===== config.mk =====
export PLATFORM = sky130hd
export DESIGN_NAME = gcd_core
export DESIGN_NICKNAME = d
export VERILOG_FILES = /design/src/rtl/gcd_core.sv
export SDC_FILE = /design/constraint.sdc
export NUM_CORES = 1
export LEC_CHECK = 0
export BUFFER_PORTS_ARGS = -buffer_cell sky130_fd_sc_hd__buf_2
export CAP_MARGIN = 20
export CORE_ASPECT_RATIO = 1.5
export CORE_MARGIN = 4
export CORE_UTILIZATION = 30
export DETAILED_ROUTE_END_ITERATION = 10
export SLEW_MARGIN = 30
export SYNTH_ARGS = -nofsm -noshare
export SYNTH_HDL_FRONTEND = slang
export SYNTH_SLANG_ARGS = --single-unit

===== constraint.sdc =====
create_clock -name aclk -period 6.7 [get_ports aclk]
set_input_delay 0.67 -clock aclk [delete_from_list [all_inputs] [get_ports aclk]]
set_output_delay 0.67 -clock aclk [all_outputs]
set_load 0.005 [all_outputs]

===== src/rtl/gcd_core.sv =====
// Iterative subtractive-Euclid GCD engine: one operation in flight, result held until next completion.
// Optional CALC-cycle counter output enabled by defining GCD_CYCLE_COUNT_EN.
module gcd_core #(
    parameter int DATA_WIDTH = 32
) (
    input  logic                  aclk,
    input  logic                  areset,
    input  logic                  start,
    input  logic [DATA_WIDTH-1:0] a_in,
    input  logic [DATA_WIDTH-1:0] b_in,
    output logic                  ready,
    output logic                  busy,
    output logic                  done,
    output logic [DATA_WIDTH-1:0] r_out
`ifdef GCD_CYCLE_COUNT_EN
    ,
    output logic [31:0]           cycles
`endif
);

    typedef enum logic {
        IDLE = 1'b0,
        CALC = 1'b1
    } state_t;

    state_t                state;
    state_t                state_nxt;
    logic [DATA_WIDTH-1:0] a_q;
    logic [DATA_WIDTH-1:0] a_nxt;
    logic [DATA_WIDTH-1:0] b_q;
    logic [DATA_WIDTH-1:0] b_nxt;
    logic [DATA_WIDTH-1:0] r_nxt;
    logic                  done_nxt;

`ifdef GCD_CYCLE_COUNT_EN
    logic [31:0] cnt_q;
    logic [31:0] cnt_nxt;
    logic [31:0] cycles_nxt;
    logic [31:0] cnt_inc;

    // Saturating increment so a runaway operation never wraps the count.
    assign cnt_inc = (cnt_q == 32'hFFFF_FFFF) ? cnt_q : cnt_q + 32'd1;
`endif

    assign ready = (state == IDLE);
    assign busy  = ~ready;

    always_comb begin
        state_nxt = state;
        a_nxt     = a_q;
        b_nxt     = b_q;
        r_nxt     = r_out;
        done_nxt  = 1'b0;
`ifdef GCD_CYCLE_COUNT_EN
        cnt_nxt    = cnt_q;
        cycles_nxt = cycles;
`endif
        case (state)
            IDLE: begin
                if (start) begin
                    a_nxt     = a_in;
                    b_nxt     = b_in;
                    state_nxt = CALC;
`ifdef GCD_CYCLE_COUNT_EN
                    cnt_nxt   = 32'd0;
`endif
                end
            end
            CALC: begin
`ifdef GCD_CYCLE_COUNT_EN
                cnt_nxt = cnt_inc;
`endif
                // Zero checks come first so a zero operand never reaches the subtract path.
                if (a_q == '0) begin
                    r_nxt     = b_q;
                    done_nxt  = 1'b1;
                    state_nxt = IDLE;
                end else if (b_q == '0 || a_q == b_q) begin
                    r_nxt     = a_q;
                    done_nxt  = 1'b1;
                    state_nxt = IDLE;
                end else if (a_q > b_q) begin
                    a_nxt = a_q - b_q;
                end else begin
                    b_nxt = b_q - a_q;
                end
`ifdef GCD_CYCLE_COUNT_EN
                if (done_nxt) begin
                    cycles_nxt = cnt_inc;
                end
`endif
            end
            default: state_nxt = IDLE;
        endcase
    end

    always_ff @(posedge aclk) begin
        if (areset) begin
            state <= IDLE;
            a_q   <= '0;
            b_q   <= '0;
            r_out <= '0;
            done  <= 1'b0;
`ifdef GCD_CYCLE_COUNT_EN
            cnt_q  <= 32'd0;
            cycles <= 32'd0;
`endif
        end else begin
            state <= state_nxt;
            a_q   <= a_nxt;
            b_q   <= b_nxt;
            r_out <= r_nxt;
            done  <= done_nxt;
`ifdef GCD_CYCLE_COUNT_EN
            cnt_q  <= cnt_nxt;
            cycles <= cycles_nxt;
`endif
        end
    end

endmodule


==> results of run 1 <==
cell families (layout without fill, tap and decap cells):
kind of cell    count (synthesis)  after routing  share of synthesized area
compound gates                353            353                      0.304
simple gates                  308            308                      0.177
buf+inv                       150            201                     0.0803
flops                          98             98                      0.240
fa+ha+maj                      65             65                      0.101
mux                            43             43                     0.0530
xor+xnor                       41             41                     0.0440
placed cells by master (no fill, tap or decap), drive strengths merged, types with 13 or more instances in the layout:
| master | instances |
|---|---|
| o21ai | 44 |
| inv | 82 |
| a21o | 21 |
| xor2 | 13 |
| nand3 | 18 |
| a21oi | 120 |
| nor4 | 20 |
| nand4 | 19 |
| a211oi | 81 |
| buf | 107 |
| nor3 | 15 |
| xnor2 | 28 |
| dfxtp | 98 |
| nor2 | 139 |
| mux2i | 41 |
| ha | 63 |
| nand2 | 56 |
area by class of cell:
| cell class | instances | area, um2 |
|---|---|---|
| Inverter | 78 | 293 |
| Clock buffer | 9 | 225 |
| Tap cell | 337 | 422 |
| Multi-Input combinational cell | 810 | 5570 |
| Sequential cell | 98 | 1960 |
| Timing Repair Buffer | 107 | 553 |
| Clock inverter | 7 | 92.6 |
| Fill cell | 2893 | 17600 |
how the worst max path moves through the flow:
stage,depth (start not counted),start,slack (ps),endpoint
2_1_floorplan,13,a_q[0],4000,b_q[1]
3_3_place_gp,10,a_q[4],3060,b_q[26]
3_5_place_dp,11,a_q[25],3010,a_q[30]
4_1_cts,11,a_q[25],2980,a_q[30]
5_1_grt,11,a_q[25],2720,a_q[14]
6_report,11,a_q[25],3010,b_q[15]
sequential cells by signal (all words and copies together), names as in the netlist:
name and flops:
a_q 32, b_q 32, r_out 32, busy 1
done 1
critical path, cell delays in order, from the launching register on:
cell and delay, ps:
dfxtp_1 420, inv_1 110, ha_1 600, nand4_1 390
nor4_1 340, and3_1 230, nor3_2 70, o21a_1 110
a311o_2 550, buf_4 360, o21ai_0 240, a21oi_1 60
per-stage QoR:
step	hold WS (ps)	setup slack [ps]	cells	utilization	area, um2
CTS	500	2980	1446	0.342	9120
global route	515	2720	1446	0.342	9120
global placement	486	3060	1430	0.330	8800
finish	497	3010	1446	0.342	9120
floorplan	473	4000	1058	-	8170
detailed placement	490	3010	1430	0.330	8800
layer usage:
metal | share of wire | vias to the layer above
li1 | - | 3918
met1 | 0.39 | 3825
met2 | 0.51 | 215
met3 | 0.031 | 77
met4 | 0.075 | 0
met5 | 0 | -
power groups by stage:
stage	clock (mW)	sequential [mW]	combinational, mW
final	0.576	0.885	3.03
after global routing	0.604	0.900	3.28
after CTS	0.587	0.881	3.01
after detailed placement	0	0.893	3.00
after global placement	0	0.895	2.99
after floorplan	0	0.817	2.26
==> results.toml, run 1 <==
[clock_tree]
clk_transition_reported_paths_ps = 90
cts.repair_timing.setup_buffer_count = 0
cts_buffer_depth = 2
cts.root.buffer_cell = "clkbuf_16"
cts_hold_repair.buffers = 0
cts_inserted_buffers = 9
clock_latency_ps = 380
cts_tree = "done"
postCtsResizedCells = 0
numClockSinks = 98
cts.htree.levels = 3

[global_route]
initial_antenna_violation_count = 0
via_count_of_the_first_global_routing_pass = 7897
gr-max-usage-layer = "met2"
grt_use_met1 = 0.223
global_route_wire_length_before_repair_mm = 46.4
grtUsageMet2 = 0.360
grtUsageTotal = 0.204
grt-ovfl-total = 0
grt_start_max_net_pins = 65
grt_util_met3 = 0.0213

[synth]
synthDominantAreaCellType = "dfxtp_1"
avgSynthCellArea_um2 = 7.72
synthMostInstantiatedCell = "nor2_1"
post_synth_instance_area_um2 = 8170
ys_warn_count = 0
syn-num-nets = 1190
postSynthRegisterBits = 98
synth.area.top_cells = "dfxtp_1 (24%), ha_1 (9.7%), a21oi_1 (7.4%)"
synthDominantCellAreaShare = 0.240
yosys-top-cells-count = "nor2_1 (138), a21oi_1 (120), dfxtp_1 (98), inv_1 (78), ha_1 (63)"
yosysSeqAreaShare = 0.240
proportion_of_register_bits_with_asynchronous_set_or_reset_after_synthesis = 0
post_synth_inst_count = 1058
most_used_dff_post_synth = "dfxtp_1"
synth.lib_cells_used.distinct = 69
synth_edf_count = 0

[placed_design]
numPortBuffers = 101
routabilityCongestion = 0.937
hpwl_after_dpl_mm = 24.6

[detailed_routing]
vias = 8035
remaining_drc_errors = 0
dr.first_iter.drc_count = 590
via_per_inst = 5.56
route.detailed.wl_per_inst_um = 21.6
drtAntennaViolNets = 0
postRouteWirelength_mm = 31.2
drt-pass1-iter-count = 5

[power_and_ir_drop]
pwr-share-seq = 0.197
total_leakage_power_nw = 3.69
combPwrFrac = 0.675
cell_internal_pwr_mw = 2.09
netSwitchingPower_mw = 2.41
share_clk_of_total_power = 0.128
swShare = 0.535
vdd.ir_drop.worst_mv = 0.149
power.density_nw_per_um2 = 493
p_total_mw = 4.50

[setup_path]
critPathArrivalTime_ps = 3920
regToRegEndpoint = "b_q[15]"
timing.critical_path.from_type = "flip-flop"
cp-end-kind = "flip-flop"
rr_startpoint = "a_q[25]"
required_time_reported_for_the_critical_path_endpoint_ps = 6930
worst_setup_path_type = "reg -> reg"
minimum_setup_slack_among_reg_to_reg_paths_ps = 3010
worst-r2r-cell-count = 11
timing.critical_path.fanout_max = 41

[layout]
area_overhead_vs_synth_pct = 11.6
finalNetCount = 1236
share_of_layout_cells_above_drive_strength_1 = 0.152
antenna-diode-count = 0

[timing]
timing.setup.tns_ps = 0
clock-skew-final_ps = 16.0
finalMaxSlewViolations = 0
tightestPinTransition_ps = 988
final_min_period_over_clock_period = 0.550
finalCriticalPeriod_ps = 3690
setup-violations-final = 0
slew-limit-headroom = 0.342
clock.fmax_mhz = 271
setup_repair_after_global_routing_missed_its_margin = "no"
final_hold_viol_count = 0

[floorplan]
initial_core_util = 0.306
area_of_the_die_um2 = 30000
placementRows = 73
die_h_um = 210
boundaryPins = 102
core_region_area_um2 = 26700
floorplan.die.width_um = 143

[worst_hold_path]
holdCritPathClass = "reg -> reg"
hold_start = "r_out[30]"
hold_path_end = "r_out[30]"
worstHoldPathCells = 2

[outcome]
result_of_the_run = "complete, no violations"

[run]
drv.max_cap_violation_count = 0
Note: power is estimated with default switching activity, not from simulation.
==> run 2: changes to the inputs <==
--- a/config.mk
+++ b/config.mk
@@ -5,6 +5,7 @@
 export SDC_FILE = /design/constraint.sdc
 export NUM_CORES = 1
 export LEC_CHECK = 0
+export ABC_AREA = 1
 export BUFFER_PORTS_ARGS = -buffer_cell sky130_fd_sc_hd__buf_2
 export CAP_MARGIN = 20
 export CORE_ASPECT_RATIO = 1.5
==> constraint.sdc (replaced) <==
create_clock -name aclk -period 3.6 [get_ports aclk]
set_input_delay 0.36 -clock aclk [delete_from_list [all_inputs] [get_ports aclk]]
set_output_delay 0.36 -clock aclk [all_outputs]
set_load 0.005 [all_outputs]
==> results.toml, run 2 <==
[synth]
avgSynthCellArea_um2 = 5.48
synthMostInstantiatedCell = "nand2_1"
synthDominantCellAreaShare = 0.248
synth_edf_count = 0
most_used_dff_post_synth = "dfxtp_1"
postSynthRegisterBits = 98
syn-num-nets = 1878
proportion_of_register_bits_with_asynchronous_set_or_reset_after_synthesis = 0
synth.area.top_cells = "nand2_1 (25%), dfxtp_1 (21%), inv_1 (10%)"
yosys-top-cells-count = "nand2_1 (633), inv_1 (263), nor2_1 (203), nand3_1 (126), a21oi_1 (106)"
post_synth_instance_area_um2 = 9570
ys_warn_count = 0
synth.lib_cells_used.distinct = 32
yosysSeqAreaShare = 0.205
post_synth_inst_count = 1746
synthDominantAreaCellType = "nand2_1"

[detailed_routing]
via_per_inst = 4.98
drtAntennaViolNets = 0
postRouteWirelength_mm = 41.0
vias = 11100
route.detailed.wl_per_inst_um = 18.4
remaining_drc_errors = 0
drt-pass1-iter-count = 8
dr.first_iter.drc_count = 809

[floorplan]
initial_core_util = 0.306
placementRows = 79
core_region_area_um2 = 31200
boundaryPins = 102
area_of_the_die_um2 = 34900
die_h_um = 227
floorplan.die.width_um = 154

[placed_design]
routabilityCongestion = 0.977
hpwl_after_dpl_mm = 33.9
numPortBuffers = 101

[setup_path]
required_time_reported_for_the_critical_path_endpoint_ps = 3860
timing.critical_path.fanout_max = 44
timing.critical_path.from_type = "flip-flop"
worst-r2r-cell-count = 17
cp-end-kind = "flip-flop"
critPathArrivalTime_ps = 3450
worst_setup_path_type = "reg -> reg"

[layout]
area_overhead_vs_synth_pct = 12.7
multi_input_comb_area_um2 = 6300
antenna-diode-count = 0
register_area_um2 = 1960
fillers = 3647
layout.cells.most_common = "nand2_1"
biggestRegsByFlops = "a_q: 32 flops, b_q: 32 flops, r_out: 32 flops"
finalNetCount = 1954
share_of_layout_cells_above_drive_strength_1 = 0.100
final_cell_mix = "nand2_1 (633), inv_1 (262), nor2_1 (201)"

[global_route]
grt-ovfl-total = 0
via_count_of_the_first_global_routing_pass = 10600
initial_antenna_violation_count = 0
global_route_wire_length_before_repair_mm = 60.3
grt_start_max_net_pins = 61
grtUsageTotal = 0.226

[clock_tree]
clk_transition_reported_paths_ps = 90
cts.root.buffer_cell = "clkbuf_16"
cts.repair_timing.setup_buffer_count = 0
postCtsResizedCells = 0
cts_tree = "done"
cts_inserted_buffers = 9
numClockSinks = 98
cts.htree.levels = 3
clock_latency_ps = 370
cts_hold_repair.buffers = 0
cts_buffer_depth = 2

[timing]
timing.setup.tns_ps = 0
clock-skew-final_ps = 20.8
final_min_period_over_clock_period = 0.885
setup-violations-final = 0
setup_repair_after_global_routing_missed_its_margin = "no"
slew-limit-headroom = 0.370
clock.fmax_mhz = 314
timing.hold.ws_ps = 313
finalCriticalPeriod_ps = 3190
tightestPinTransition_ps = 943
finalMaxSlewViolations = 0
final_hold_viol_count = 0

[worst_hold_path]
holdCritPathClass = "in -> reg"
worstHoldPathCells = 3

[outcome]
result_of_the_run = "complete, no violations"

[power_and_ir_drop]
combPwrFrac = 0.638
total_leakage_power_nw = 6.04
pwr-share-seq = 0.206
netSwitchingPower_mw = 3.83
swShare = 0.554
share_clk_of_total_power = 0.156
vdd.ir_drop.worst_mv = 0.281
cell_internal_pwr_mw = 3.09
power.density_nw_per_um2 = 642

[run]
drv.max_cap_violation_count = 0
-- run 2: cell types whose count changed after synthesis, moves of 25 or more --
cell | before | now
mux2i_1 | 41 | 0
a211oi_1 | 60 | 0
nand3_1 | 18 | 126
nand2_1 | 56 | 633
inv_1 | 78 | 263
xnor2_1 | 28 | 0
nor2_1 | 138 | 203
a31oi_1 | 9 | 34
-- run 2: path summary, 6_finish.rpt --
path / start / slack, ps / to
worst min-delay path: start / 310 / busy
worst max register to register: a_q[0] / 410 / b_q[11]
worst min register to register: r_out[24] / 540 / r_out[24]
worst max-delay path: a_q[0] / 410 / b_q[11]
-- run 2: cell families after synthesis --
| group | share of synthesized area |
|---|---|
| AO/OA/AOI/OAI | 0.119 |
| flip-flops | 0.205 |
| adder cells (fa/ha/maj) | 0.0866 |
| AND/OR/NAND/NOR | 0.452 |
| buffers and inverters | 0.137 |
-- run 2: routing by layer --
metal	global-route usage	routed length (um)	vias up
li1	-	-	5616
met2	0.414	20600	373
met1	0.236	14900	5010
met4	0.175	3700	0
met5	0	0	-
met3	0.0239	1760	123
-- run 2: layout make-up --
type | instances | area share
Clock buffer | 9 | 0.0209
Timing Repair Buffer | 122 | 0.0627
Inverter | 270 | 0.0940
Multi-Input combinational cell | 1321 | 0.585
Sequential cell | 98 | 0.182
Tap cell | 405 | 0.0470
Clock inverter | 7 | 0.00870
-- run 2: per-stage QoR --
stage	util	instance area, um2	cells	power (mW)	worst slack [ps]
after global routing	0.345	10800	2232	7.49	121
after floorplan	-	9570	1746	4.38	1180
final	0.345	10800	2232	6.92	413
after global placement	0.335	10500	2216	5.80	564
after CTS	0.345	10800	2232	6.90	449
after detailed placement	0.335	10500	2216	5.80	460
-- run 2: worst max-delay path, stage by stage (launching register included) --
cell and delay [ps]:
dfxtp_1 400, inv_1 60, ha_1 220, fa_1 380, inv_1 180, nand3_1 130, nand2_1 180, nand2_1 70
nand2_1 120, nand2_1 80, nand2_1 80, nand2_1 50, nand2_1 90, nand3_1 140, nand2_4 460, inv_2 200
nor2_1 140, nor2_1 50
-- run 2: power by group through the flow --
stage / sequential (mW) / combinational (mW) / clock (mW)
final: 1.43 / 4.42 / 1.08
after global placement: 1.44 / 4.36 / 0
after floorplan: 1.36 / 3.02 / 0
after detailed placement: 1.44 / 4.36 / 0
after CTS: 1.42 / 4.39 / 1.09
after global routing: 1.44 / 4.92 / 1.13
